===== config.mk =====
export PLATFORM = sky130hd
export DESIGN_NAME = mcpu_seq_ctrl
export DESIGN_NICKNAME = d
export VERILOG_FILES = /design/src/rtl/mcpu_pkg.sv /design/src/rtl/mem_wait_timer.sv /design/src/rtl/mcpu_seq_ctrl.sv
export SDC_FILE = /design/constraint.sdc
export NUM_CORES = 1
export LEC_CHECK = 0
export BUFFER_PORTS_ARGS = -buffer_cell sky130_fd_sc_hd__buf_2
export CORE_ASPECT_RATIO = 1.25
export CORE_MARGIN = 3
export CORE_UTILIZATION = 54
export DETAILED_ROUTE_END_ITERATION = 7
export GPL_TIMING_DRIVEN = 0
export HOLD_SLACK_MARGIN = 0.02
export PLACE_DENSITY = 0.86
export SLEW_MARGIN = 15
export SYNTH_ARGS = -nofsm -noshare
export SYNTH_HDL_FRONTEND = slang
export SYNTH_SLANG_ARGS = --single-unit
export TNS_END_PERCENT = 10

===== constraint.sdc =====
create_clock -name clk -period 6 [get_ports clk]
set_input_delay 0.3 -clock clk [delete_from_list [all_inputs] [get_ports clk]]
set_output_delay 0.3 -clock clk [all_outputs]
set_load 0.02 [all_outputs]

===== src/rtl/mcpu_pkg.sv =====
// Shared encodings for the multicycle CPU sequencer: FSM states, ALU ops,
// opcode/funct values, datapath mux selects and the bundled control word.
package mcpu_pkg;

  typedef enum logic [3:0] {
    S_FETCH    = 4'd0,
    S_DECODE   = 4'd1,
    S_EXEC_R   = 4'd2,
    S_WB_R     = 4'd3,
    S_MEM_ADDR = 4'd4,
    S_MEM_RD   = 4'd5,
    S_WB_LW    = 4'd6,
    S_MEM_WR   = 4'd7,
    S_BRANCH   = 4'd8,
    S_JUMP     = 4'd9,
    S_IMM_EXEC = 4'd10,
    S_IMM_WB   = 4'd11,
    S_FAULT    = 4'd15
  } state_t;

  typedef enum logic [2:0] {
    ALU_ADD  = 3'd0,
    ALU_SUB  = 3'd1,
    ALU_XOR  = 3'd2,
    ALU_SLT  = 3'd3,
    ALU_AND  = 3'd4,
    ALU_NAND = 3'd5,
    ALU_NOR  = 3'd6,
    ALU_OR   = 3'd7
  } alu_op_t;

  localparam logic [5:0] OP_R    = 6'h00;
  localparam logic [5:0] OP_J    = 6'h02;
  localparam logic [5:0] OP_JAL  = 6'h03;
  localparam logic [5:0] OP_BEQ  = 6'h04;
  localparam logic [5:0] OP_BNE  = 6'h05;
  localparam logic [5:0] OP_ADDI = 6'h08;
  localparam logic [5:0] OP_XORI = 6'h0e;
  localparam logic [5:0] OP_LW   = 6'h23;
  localparam logic [5:0] OP_SW   = 6'h2b;

  localparam logic [5:0] FN_ADD = 6'h20;
  localparam logic [5:0] FN_SUB = 6'h22;
  localparam logic [5:0] FN_AND = 6'h24;
  localparam logic [5:0] FN_OR  = 6'h25;
  localparam logic [5:0] FN_XOR = 6'h26;
  localparam logic [5:0] FN_NOR = 6'h27;
  localparam logic [5:0] FN_SLT = 6'h2a;

  localparam logic MEM_SEL_PC     = 1'b0;
  localparam logic MEM_SEL_ALUREG = 1'b1;
  localparam logic DST_RD         = 1'b0;
  localparam logic DST_RT         = 1'b1;
  localparam logic WD_MDR         = 1'b0;
  localparam logic WD_ALUREG      = 1'b1;

  localparam logic [1:0] SRC_A_PC   = 2'd0;
  localparam logic [1:0] SRC_A_AREG = 2'd1;
  localparam logic [1:0] SRC_A_BEN  = 2'd2;
  localparam logic [1:0] SRC_A_ZERO = 2'd3;

  localparam logic [1:0] SRC_B_IMM_SH2 = 2'd0;
  localparam logic [1:0] SRC_B_IMM32   = 2'd1;
  localparam logic [1:0] SRC_B_BREG    = 2'd2;
  localparam logic [1:0] SRC_B_FOUR    = 2'd3;

  localparam logic [1:0] PC_SRC_SEL     = 2'd0;
  localparam logic [1:0] PC_SRC_JUMP    = 2'd1;
  localparam logic [1:0] PC_SRC_ALU_OUT = 2'd2;
  localparam logic [1:0] PC_SRC_ALUREG  = 2'd3;

  typedef struct packed {
    logic       pc_we;
    logic       ir_we;
    logic       a_we;
    logic       b_we;
    logic       reg_we;
    logic       mem_req;
    logic       mem_we;
    logic       jal;
    logic       mem_sel;
    logic       reg_dst;
    logic       reg_in;
    logic [1:0] alu_src_a;
    logic [1:0] alu_src_b;
    logic [1:0] pc_src;
    alu_op_t    alu_op;
    logic       fault;
  } ctrl_t;

  typedef struct packed {
    logic    valid;
    alu_op_t op;
  } funct_dec_t;

  function automatic funct_dec_t decode_funct(input logic [5:0] funct);
    funct_dec_t d;
    d.valid = 1'b1;
    case (funct)
      FN_ADD:  d.op = ALU_ADD;
      FN_SUB:  d.op = ALU_SUB;
      FN_AND:  d.op = ALU_AND;
      FN_OR:   d.op = ALU_OR;
      FN_XOR:  d.op = ALU_XOR;
      FN_NOR:  d.op = ALU_NOR;
      FN_SLT:  d.op = ALU_SLT;
      default: begin
        d.valid = 1'b0;
        d.op    = ALU_ADD;
      end
    endcase
    return d;
  endfunction

endpackage


===== src/rtl/mem_wait_timer.sv =====
// Counts consecutive not-ready cycles of a memory wait and flags the cycle
// whose end would complete the TIMEOUT-th such wait.
module mem_wait_timer #(
  parameter int TIMEOUT = 16
) (
  input  logic clk,
  input  logic reset,
  input  logic active,
  input  logic mem_ready,
  input  logic leave,
  output logic expire
);

  localparam logic [7:0] LAST = 8'(TIMEOUT - 1);

  logic [7:0] cnt_q;

  assign expire = active && !mem_ready && (cnt_q == LAST);

  // NOTE: sequential state uses non-blocking assignments so every flop samples pre-edge values.
  always_ff @(posedge clk or negedge reset) begin
    if (!reset) begin
      cnt_q <= 8'd0;
    end else if (leave || !active || mem_ready) begin
      cnt_q <= 8'd0;
    end else begin
      cnt_q <= cnt_q + 8'd1;
    end
  end

endmodule


===== src/rtl/mcpu_seq_ctrl.sv =====
// Multicycle MIPS-style sequencer: decodes the IR into per-state datapath
// controls, guards memory waits with a timeout and counts retired instructions.
module mcpu_seq_ctrl
  import mcpu_pkg::*;
#(
  parameter int TIMEOUT = 16,
  parameter int CNT_W   = 32
) (
  input  logic             clk,
  input  logic             reset,
  input  logic [31:0]      instr,
  input  logic             zero,
  input  logic             mem_ready,
  output logic             pc_we,
  output logic             ir_we,
  output logic             a_we,
  output logic             b_we,
  output logic             reg_we,
  output logic             mem_req,
  output logic             mem_we,
  output logic             jal,
  output logic             mem_sel,
  output logic             reg_dst,
  output logic             reg_in,
  output logic [1:0]       alu_src_a,
  output logic [1:0]       alu_src_b,
  output logic [1:0]       pc_src,
  output logic [2:0]       alu_op,
  output logic [3:0]       state,
  output logic             fault,
  output logic [CNT_W-1:0] instret
);

  state_t           state_q, state_d;
  ctrl_t            ctrl, ctrl_gated;
  funct_dec_t       fdec;
  logic [CNT_W-1:0] instret_q;
  logic             wait_state, timeout, retire;

  logic [5:0] opcode, funct;
  assign opcode = instr[31:26];
  assign funct  = instr[5:0];

  // Register/immediate fields belong to the datapath, not to sequencing.
  logic unused_instr;
  assign unused_instr = ^instr[25:6];

  assign wait_state = (state_q == S_FETCH) || (state_q == S_MEM_RD) ||
                      (state_q == S_MEM_WR);

  mem_wait_timer #(.TIMEOUT(TIMEOUT)) u_wait (
    .clk       (clk),
    .reset     (reset),
    .active    (wait_state),
    .mem_ready (mem_ready),
    .leave     (state_d != state_q),
    .expire    (timeout)
  );

  always_ff @(posedge clk or negedge reset) begin
    if (!reset) begin
      state_q   <= S_FETCH;
      instret_q <= '0;
    end else begin
      state_q <= state_d;
      if (retire) instret_q <= instret_q + CNT_W'(1);
    end
  end

  // NOTE: every output gets a default first so no path leaves one unassigned and no latch is inferred.
  always_comb begin
    ctrl    = '0;
    state_d = state_q;
    fdec    = decode_funct(funct);
    case (state_q)
      S_FETCH: begin
        ctrl.mem_req   = 1'b1;
        ctrl.mem_sel   = MEM_SEL_PC;
        ctrl.alu_src_a = SRC_A_PC;
        ctrl.alu_src_b = SRC_B_FOUR;
        ctrl.alu_op    = ALU_ADD;
        ctrl.pc_src    = PC_SRC_ALU_OUT;
        if (mem_ready) begin
          ctrl.pc_we = 1'b1;
          ctrl.ir_we = 1'b1;
          state_d    = S_DECODE;
        end
      end
      S_DECODE: begin
        ctrl.a_we      = 1'b1;
        ctrl.b_we      = 1'b1;
        ctrl.alu_src_a = SRC_A_PC;
        ctrl.alu_src_b = SRC_B_IMM_SH2;
        ctrl.alu_op    = ALU_ADD;
        // ALUreg still holds PC+4 from FETCH, which is the JAL link value.
        if (opcode == OP_JAL) begin
          ctrl.reg_we = 1'b1;
          ctrl.jal    = 1'b1;
          ctrl.reg_in = WD_ALUREG;
        end
        case (opcode)
          OP_R:             state_d = S_EXEC_R;
          OP_LW, OP_SW:     state_d = S_MEM_ADDR;
          OP_BEQ, OP_BNE:   state_d = S_BRANCH;
          OP_J, OP_JAL:     state_d = S_JUMP;
          OP_ADDI, OP_XORI: state_d = S_IMM_EXEC;
          default:          state_d = S_FAULT;
        endcase
      end
      S_EXEC_R: begin
        ctrl.alu_src_a = SRC_A_AREG;
        ctrl.alu_src_b = SRC_B_BREG;
        ctrl.alu_op    = fdec.op;
        state_d        = fdec.valid ? S_WB_R : S_FAULT;
      end
      S_WB_R: begin
        ctrl.reg_we  = 1'b1;
        ctrl.reg_dst = DST_RD;
        ctrl.reg_in  = WD_ALUREG;
        state_d      = S_FETCH;
      end
      S_MEM_ADDR: begin
        ctrl.alu_src_a = SRC_A_AREG;
        ctrl.alu_src_b = SRC_B_IMM32;
        ctrl.alu_op    = ALU_ADD;
        state_d        = (opcode == OP_LW) ? S_MEM_RD : S_MEM_WR;
      end
      S_MEM_RD: begin
        ctrl.mem_req = 1'b1;
        ctrl.mem_sel = MEM_SEL_ALUREG;
        if (mem_ready) state_d = S_WB_LW;
      end
      S_WB_LW: begin
        ctrl.reg_we  = 1'b1;
        ctrl.reg_dst = DST_RT;
        ctrl.reg_in  = WD_MDR;
        state_d      = S_FETCH;
      end
      S_MEM_WR: begin
        ctrl.mem_req = 1'b1;
        ctrl.mem_we  = 1'b1;
        ctrl.mem_sel = MEM_SEL_ALUREG;
        if (mem_ready) state_d = S_FETCH;
      end
      S_BRANCH: begin
        ctrl.alu_src_a = SRC_A_AREG;
        ctrl.alu_src_b = SRC_B_BREG;
        ctrl.alu_op    = ALU_SUB;
        ctrl.pc_src    = PC_SRC_ALUREG;
        ctrl.pc_we     = (opcode == OP_BNE) ? ~zero : zero;
        state_d        = S_FETCH;
      end
      S_JUMP: begin
        ctrl.pc_src = PC_SRC_JUMP;
        ctrl.pc_we  = 1'b1;
        state_d     = S_FETCH;
      end
      S_IMM_EXEC: begin
        ctrl.alu_src_a = SRC_A_AREG;
        ctrl.alu_src_b = SRC_B_IMM32;
        ctrl.alu_op    = (opcode == OP_XORI) ? ALU_XOR : ALU_ADD;
        state_d        = S_IMM_WB;
      end
      S_IMM_WB: begin
        ctrl.reg_we  = 1'b1;
        ctrl.reg_dst = DST_RT;
        ctrl.reg_in  = WD_ALUREG;
        state_d      = S_FETCH;
      end
      S_FAULT: ctrl.fault = 1'b1;
      default: state_d = S_FAULT;
    endcase
    if (timeout) state_d = S_FAULT;
  end

  assign retire = (state_d == S_FETCH) &&
                  ((state_q == S_WB_R)   || (state_q == S_WB_LW) ||
                   (state_q == S_MEM_WR) || (state_q == S_BRANCH) ||
                   (state_q == S_JUMP)   || (state_q == S_IMM_WB));

  // Reset must silence the bus immediately, even though FETCH itself requests memory.
  assign ctrl_gated = reset ? ctrl : '0;

  assign pc_we     = ctrl_gated.pc_we;
  assign ir_we     = ctrl_gated.ir_we;
  assign a_we      = ctrl_gated.a_we;
  assign b_we      = ctrl_gated.b_we;
  assign reg_we    = ctrl_gated.reg_we;
  assign mem_req   = ctrl_gated.mem_req;
  assign mem_we    = ctrl_gated.mem_we;
  assign jal       = ctrl_gated.jal;
  assign mem_sel   = ctrl_gated.mem_sel;
  assign reg_dst   = ctrl_gated.reg_dst;
  assign reg_in    = ctrl_gated.reg_in;
  assign alu_src_a = ctrl_gated.alu_src_a;
  assign alu_src_b = ctrl_gated.alu_src_b;
  assign pc_src    = ctrl_gated.pc_src;
  assign alu_op    = ctrl_gated.alu_op;
  assign fault     = ctrl_gated.fault;
  assign state     = state_q;
  assign instret   = instret_q;

endmodule


==> flow_metrics.py, run 1 <==
metrics = {
    "outcome": {
        "run_status": "complete, no violations",
    },
    "clock_tree": {
        "clockBufferDepth": 2,
        "cts_made_buffers": 5,
        "cts_hold_buffers": 0,
        "clk_latency_ns": 0.30,
        "clockRootBuffer": "sky130_fd_sc_hd__clkbuf_8",
        "clock-sinks": 44,
        "post_cts_buffers": 0,
        "post_cts_resized": 0,
        "clock_tree_from_tritoncts": "built",
        "cts.clk_slew.worst_paths_ns": 0.08,
        "ctsHtreeMaxLevel": 2,
    },
    "grt": {
        "grt_antenna_before_repair": 0,
        "groute.layer.met1.usage": 0.260,
        "largest_net_degree_at_the_start_of_global_routing": 53,
        "globalRoute.busiestLayer": "met2",
        "met3_usage": 0.0419,
        "grt_pass1_wl_um": 9990,
        "grt_overflow_total": 0,
        "via_count_of_the_first_global_routing_pass": 2238,
        "grt.met2_usage": 0.389,
        "global_route.usage.total": 0.222,
    },
    "route": {
        "antenna_violating_nets_post_route": 0,
        "vias": 2320,
        "routed_wl_um": 5870,
        "initial_drc_count": 133,
        "route.detailed.vias_per_inst": 5.56,
        "drc": 0,
        "wl_per_cell_um": 14.1,
        "drt_first_pass_iters": 4,
    },
    "pwr": {
        "power.density_cell_area_nw_per_um2": 330,
        "p_sw_mw": 0.439,
        "power_frac_clock": 0.172,
        "p_int_mw": 0.577,
        "power.switching_fraction": 0.432,
        "share_seq_of_total_power": 0.375,
        "pwr-share-comb": 0.453,
        "p_leak_nw": 1.52,
        "power.ir.vdd_worst_mv": 0.215,
    },
    "synth": {
        "yosysWarnings": 0,
        "synth_sequential_area_ratio": 0.428,
        "syn-cell-area_sq_um": 2570,
        "syn_nets": 320,
        "ys_seq_elements": 44,
        "syn_avg_cell_area_sq_um": 9.13,
        "async_reset_ff_frac": 1.00,
        "synth-main-ff-cell": "sky130_fd_sc_hd__dfrtp_1",
        "synth_enable_flop_cells": 0,
        "synthesis.instances": 282,
        "synth_cell_type_count": 48,
    },
    "sta": {
        "setup_viol": 0,
        "fin_setup_tns_ns": 0,
        "grt_setup_unrepaired": "false",
        "timing.max_slew.rel_slack": 0.596,
        "measured_slew_at_the_worst_slew_check_pin_ns": 0.606,
        "post-route-min-period_ns": 2.61,
        "final-hold-violation-count": 0,
        "max_freq_ghz": 0.382,
        "final-max-slew-violation-count": 0,
        "skew_ns": 0.00644,
        "min_period_over_period": 0.436,
    },
    "floorplan": {
        "core_area_sq_um": 4490,
        "fp.dieW_um": 67.8,
        "initial_core_utilization": 0.573,
        "dieHeight_um": 83.2,
        "die-area_sq_um": 5640,
        "placement_rows": 27,
        "num_io_pins": 93,
    },
    "layout": {
        "drive_gt1_frac": 0.251,
        "most-common-layout-cells": "sky130_fd_sc_hd__buf_2 (72), sky130_fd_sc_hd__dfrtp_1 (44), sky130_fd_sc_hd__nor2_1 (30), sky130_fd_sc_hd__xnor2_1 (27), sky130_fd_sc_hd__nand2_1 (20)",
        "antennaDiodeCount": 0,
        "final_nets": 397,
        "layout.core_utilization": 0.686,
        "fillers": 371,
        "layout.cells.most_common": "sky130_fd_sc_hd__buf_2",
        "areaGrowthSynthToFinish_pct": 19.7,
    },
    "worst_setup_path": {
        "worst-setup-path-type": "reg -> out",
        "timing.critical_path.arrival_ns": 2.31,
        "endpoint_kind": "output pin",
        "critPathMaxFanout": 10,
        "timing.critical_path.from_type": "flop",
        "worst-endpoint-required_ns": 5.70,
    },
    "run": {
        "cap_violations": 0,
    },
    "place": {
        "place.gp.congestion": 0.864,
        "hpwlAfterDp_um": 4420,
        "port_buffers": 70,
    },
    "hold_path": {
        "hold_path.class": "in -> async",
    },
}
-- power by group through the flow --
| stage | logic [mW] | registers, mW | clock network, mW |
|---|---|---|---|
| 4_1_cts | 0.460 | 0.380 | 0.182 |
| 2_1_floorplan | 0.291 | 0.418 | 0 |
| 3_5_place_dp | 0.458 | 0.384 | 0 |
| 5_1_grt | 0.511 | 0.386 | 0.195 |
| 3_3_place_gp | 0.447 | 0.383 | 0 |
| 6_report | 0.460 | 0.380 | 0.175 |
-- per-layer routing --
metal  share of wire  wire (um)
met5               0          0
met4           0.016         95
met3           0.052        306
met2            0.52       3080
met1            0.41       2390
-- synthesized netlist by cell type (2+ instances only) --
library cell,instances,share of area
sky130_fd_sc_hd__o21bai_1,2,0.0058
sky130_fd_sc_hd__a21oi_1,7,0.014
sky130_fd_sc_hd__nand2b_1,8,0.019
sky130_fd_sc_hd__nand2_1,20,0.029
sky130_fd_sc_hd__xor2_1,12,0.041
sky130_fd_sc_hd__nand3_1,16,0.031
sky130_fd_sc_hd__or4_1,2,0.0058
sky130_fd_sc_hd__and4_1,5,0.017
sky130_fd_sc_hd__clkbuf_1,5,0.0073
sky130_fd_sc_hd__a32oi_1,2,0.0068
sky130_fd_sc_hd__and3_1,8,0.019
sky130_fd_sc_hd__inv_1,11,0.016
sky130_fd_sc_hd__ha_1,2,0.0097
sky130_fd_sc_hd__xnor2_1,27,0.092
sky130_fd_sc_hd__nor4_1,4,0.0097
sky130_fd_sc_hd__o21ai_0,8,0.016
sky130_fd_sc_hd__nor2_1,30,0.044
sky130_fd_sc_hd__nor3b_1,4,0.012
sky130_fd_sc_hd__or3_1,3,0.0073
sky130_fd_sc_hd__nand4_1,17,0.041
sky130_fd_sc_hd__a31oi_1,2,0.0049
sky130_fd_sc_hd__buf_4,2,0.0058
sky130_fd_sc_hd__dfrtp_1,44,0.43
sky130_fd_sc_hd__o21a_1,2,0.0058
sky130_fd_sc_hd__buf_2,3,0.0058
sky130_fd_sc_hd__nor3_1,11,0.021
sky130_fd_sc_hd__o31a_1,2,0.0068
sky130_fd_sc_hd__and2_1,3,0.0073
-- cell families after synthesis --
family	share of synthesized area
AO/OA/AOI/OAI	0.0861
XOR/XNOR	0.133
adder cells (fa/ha/maj)	0.00972
other	0.00146
AND/OR/NAND/NOR	0.297
buffers and inverters	0.0408
flip-flops	0.428
multiplexers	0.00437
-- registers in the layout, indices dropped and copies added (netlist names) --
signal	cells
instret	32
u_wait.cnt_q	8
state	4
-- critical path, cell delays in order, from the launching register on --
cell and delay (ns):
sky130_fd_sc_hd__dfrtp_1 0.35, sky130_fd_sc_hd__buf_2 0.22, sky130_fd_sc_hd__clkinv_1 0.26, sky130_fd_sc_hd__or4b_2 0.74, sky130_fd_sc_hd__o31a_1 0.13, sky130_fd_sc_hd__nor3_1 0.13
sky130_fd_sc_hd__buf_2 0.19
-- final timing paths --
kind                                    startpoint                 endpoint  slack (ns)  depth (start not counted)
min                                          reset   instret[1]$_DFFE_PN0P_       0.006                          1
max in group asynchronous                    reset  instret[28]$_DFFE_PN0P_        5.58                          1
min reg2reg                instret[31]$_DFFE_PN0P_  instret[31]$_DFFE_PN0P_        0.47                          1
max reg2reg                     state[2]$_DFF_PN0_  instret[31]$_DFFE_PN0P_        3.81                          7
min in group clk                         instr[30]       state[3]$_DFF_PN0_        0.43                          3
max                             state[3]$_DFF_PN0_                alu_op[1]        3.39                          6
-- final cells by class --
class | instances | area (sq um) | share of cell area
multi-input combinational | 215 | 1370 | 0.444
inverter | 12 | 45.0 | 0.0146
clock inverter | 2 | 12.5 | 0.00406
sequential | 44 | 1100 | 0.357
buffer | 11 | 60.1 | 0.0195
timing repair buffer | 70 | 353 | 0.115
clock buffer | 5 | 68.8 | 0.0223
tap | 58 | 72.6 | 0.0236
-- through the flow --
stage	cells	hold WS [ns]	power (mW)	setup slack, ns	area, sq um
floorplan	282	0.00441	0.708	3.55	2570
global placement	410	0.448	0.831	3.32	3000
detailed placement	410	0.466	0.843	3.27	3000
CTS	417	0.232	1.02	3.25	3080
global route	417	0.0601	1.09	3.23	3080
finish	417	0.00597	1.02	3.39	3080
Power figures use the tool's default switching activity.
==> inputs of run 2 (changes only) <==
--- a/config.mk
+++ b/config.mk
@@ -8,11 +8,11 @@
 export BUFFER_PORTS_ARGS = -buffer_cell sky130_fd_sc_hd__buf_2
 export CORE_ASPECT_RATIO = 1.25
 export CORE_MARGIN = 3
-export CORE_UTILIZATION = 54
+export CORE_UTILIZATION = 50
 export DETAILED_ROUTE_END_ITERATION = 7
 export GPL_TIMING_DRIVEN = 0
 export HOLD_SLACK_MARGIN = 0.02
-export PLACE_DENSITY = 0.86
+export PLACE_DENSITY = 0.8
 export SLEW_MARGIN = 15
 export SYNTH_ARGS = -nofsm -noshare
 export SYNTH_HDL_FRONTEND = slang
==> constraint.sdc (replaced) <==
create_clock -name clk -period 2.44 [get_ports clk]
set_input_delay 0.122 -clock clk [delete_from_list [all_inputs] [get_ports clk]]
set_output_delay 0.122 -clock clk [all_outputs]
set_load 0.02 [all_outputs]
==> run 2 against run 1 <==
  * Cell count grew 2.2%
  * Critical path depth is the same
  * Sequential power grew 150%
  * Sequential cell count is the same
  * Critical path type unchanged
  * Setup slack lost 3.4 ns
  * Core utilization shrank 3.0 points
  * Total power grew to 2.7 times the previous value
==> flow_metrics.py, run 2 (synthesis gave the netlist of run 1 again) <==
metrics = {
    "outcome": {
        "run_status": "complete, no violations",
    },
    "clock_tree": {
        "clk_latency_ns": 0.31,
        "clockBufferDepth": 2,
        "clock-sinks": 44,
        "ctsHtreeMaxLevel": 2,
        "clock_tree_from_tritoncts": "built",
        "cts_made_buffers": 5,
        "clockRootBuffer": "sky130_fd_sc_hd__clkbuf_8",
        "cts.clk_slew.worst_paths_ns": 0.08,
    },
    "floorplan": {
        "num_io_pins": 93,
        "initial_core_utilization": 0.529,
        "fp.dieW_um": 70.2,
        "die-area_sq_um": 6050,
        "placement_rows": 28,
        "core_area_sq_um": 4870,
        "dieHeight_um": 86.2,
    },
    "route": {
        "wl_per_cell_um": 14.2,
        "drc": 0,
        "routed_wl_um": 6030,
        "drt_first_pass_iters": 5,
        "initial_drc_count": 118,
        "drt-met1-wl_um": 2690,
        "detailroute.wirelength.met3_um": 243,
        "met2_wirelength_um": 3030,
        "maxUsedRoutingLayer": "met4",
        "antenna_violating_nets_post_route": 0,
        "vias": 2336,
        "route.detailed.vias_per_inst": 5.48,
    },
    "pwr": {
        "power.ir.vdd_worst_mv": 0.515,
        "power_mw": 2.72,
        "pwr-share-comb": 0.439,
        "p_leak_nw": 1.58,
        "power.density_cell_area_nw_per_um2": 853,
        "power.switching_fraction": 0.412,
        "p_sw_mw": 1.12,
        "share_seq_of_total_power": 0.344,
        "p_int_mw": 1.60,
        "power_frac_clock": 0.218,
    },
    "layout": {
        "fillers": 418,
        "sequential_cell_area_sq_um": 1100,
        "final_nets": 403,
        "antennaDiodeCount": 0,
        "areaGrowthSynthToFinish_pct": 24.1,
        "most-common-layout-cells": "sky130_fd_sc_hd__buf_2 (72), sky130_fd_sc_hd__dfrtp_1 (44), sky130_fd_sc_hd__nor2_1 (30), sky130_fd_sc_hd__xnor2_1 (27), sky130_fd_sc_hd__nand2_1 (20)",
        "multiInputGateArea_sq_um": 1370,
        "layoutNonFillerInstCount": 426,
        "flip_flop_count_of_the_largest_register_all_copies_and_words_added": 32,
        "layout.cells.most_common": "sky130_fd_sc_hd__buf_2",
        "drive_gt1_frac": 0.265,
    },
    "hold_path": {
        "holdCritStartpoint": "instr[30]",
        "hold_path.class": "in -> reg",
        "hold_end": "state[3]$_DFF_PN0_",
        "min_path_cells": 3,
    },
    "worst_setup_path": {
        "critPathMaxFanout": 10,
        "cp_cell_sequence": "buf_2 > clkinvlp_4 > or4b_2 > o31a_1 > nor3_1 > buf_2",
        "cpMostUsedCell": "sky130_fd_sc_hd__buf_2",
        "timing.rr.end": "instret[14]$_DFFE_PN0P_",
        "crit_slowest_cell": "sky130_fd_sc_hd__or4b_2",
        "worst-endpoint-required_ns": 2.32,
        "timing.critical_path.arrival_ns": 2.29,
        "slowest_stage_delay_on_critical_path_ns": 0.72,
        "worst-setup-path-type": "reg -> out",
        "worst_setup_path_startpoint": "state[3]$_DFF_PN0_",
        "endpoint_kind": "output pin",
        "r2r_start": "instret[0]$_DFFE_PN0P_",
        "reg2reg_setup_slack_ns": 0.23,
        "critical_path.top_delay_family": "simple AND/OR/NAND/NOR gates",
        "timing.critical_path.from_type": "flop",
        "worst-r2r-cell-count": 6,
        "path_buf_inv": 3,
    },
    "grt": {
        "global_route.usage.total": 0.202,
        "grt_overflow_total": 0,
        "via_count_of_the_first_global_routing_pass": 2191,
        "largest_net_degree_at_the_start_of_global_routing": 53,
        "grt_antenna_before_repair": 0,
        "grt_pass1_wl_um": 9870,
    },
    "place": {
        "port_buffers": 70,
        "place.gp.congestion": 0.852,
        "hpwlAfterDp_um": 4350,
        "placedCellCount": 412,
    },
    "sta": {
        "skew_ns": 0.0132,
        "fin_setup_tns_ns": 0,
        "final-hold-violation-count": 0,
        "measured_slew_at_the_worst_slew_check_pin_ns": 0.574,
        "grt_setup_unrepaired": "false",
        "post-route-min-period_ns": 2.41,
        "timing.max_slew.rel_slack": 0.614,
        "setup_viol": 0,
        "final-max-slew-violation-count": 0,
        "min_period_over_period": 0.987,
        "max_freq_ghz": 0.415,
    },
    "run": {
        "cap_violations": 0,
    },
}
[run 2: changes by cell type in the layout (fill, tap and decap cells not counted)]
cell and change:
sky130_fd_sc_hd__buf_4 +4, sky130_fd_sc_hd__buf_16 +1, sky130_fd_sc_hd__bufinv_16 +1, sky130_fd_sc_hd__clkbuf_8 +1
sky130_fd_sc_hd__clkinv_1 -1, sky130_fd_sc_hd__clkinv_2 -1, sky130_fd_sc_hd__clkinv_4 +1, sky130_fd_sc_hd__dlygate4sd3_1 +1
[run 2: through the flow]
step	instance area (sq um)	setup slack, ns	util	hold WS [ns]
2_1_floorplan	2570	0.167	-	-0.174
6_report	3190	0.0320	0.656	0.241
3_5_place_dp	3000	0.0851	0.616	0.379
5_1_grt	3190	0.00125	0.656	0.272
4_1_cts	3120	0.00386	0.641	0.0516
3_3_place_gp	3000	0.124	0.616	0.370
[run 2: power by group through the flow]
stage / logic, mW / clock network (mW) / registers [mW]
6_report: 1.19 / 0.593 / 0.937
5_1_grt: 1.31 / 0.641 / 0.957
4_1_cts: 1.14 / 0.599 / 0.936
3_5_place_dp: 1.13 / 0 / 0.949
3_3_place_gp: 1.10 / 0 / 0.943
2_1_floorplan: 0.715 / 0 / 1.03
[run 2: area by class of cell]
type	instances	area share
Multi-Input combinational cell	215	0.428
Buffer	11	0.0188
Timing Repair Buffer	76	0.132
Inverter	12	0.0153
Tap cell	60	0.0235
Clock buffer	6	0.0259
Clock inverter	2	0.0121
Sequential cell	44	0.345
[run 2: worst max path at each step]
stage / end / slack (ns) / depth (start not counted)
finish: alu_op[1] / 0.03 / 6
global route: alu_op[1] / 0.001 / 6
CTS: alu_op[1] / 0.004 / 6
detailed placement: reg_in / 0.09 / 6
global placement: reg_in / 0.12 / 6
floorplan: reg_in / 0.17 / 5
[run 2: layer usage]
| metal | up-vias | GRT usage |
|---|---|---|
| met4 | 0 | 0.0645 |
| met5 | - | 0 |
| met3 | 6 | 0.0406 |
| met2 | 52 | 0.344 |
| li1 | 1164 | - |
| met1 | 1114 | 0.258 |
[run 2: worst reg2reg max path, delay by kind of cell, from the launching register on]
kind                     cells  cell delay, ns
AND/OR/NAND/NOR              4            1.34
flip-flops                   1            0.43
adder cells (fa/ha/maj)      1            0.20
XOR/XNOR                     1            0.19
[run 2: repair_timing]
action                                  CTS  global route
hold buffers                              0             2
endpoints found under the setup margin    0             3
hold endpoints to repair                  0            44
gates resized for setup                   0             1
setup buffers                             0             4
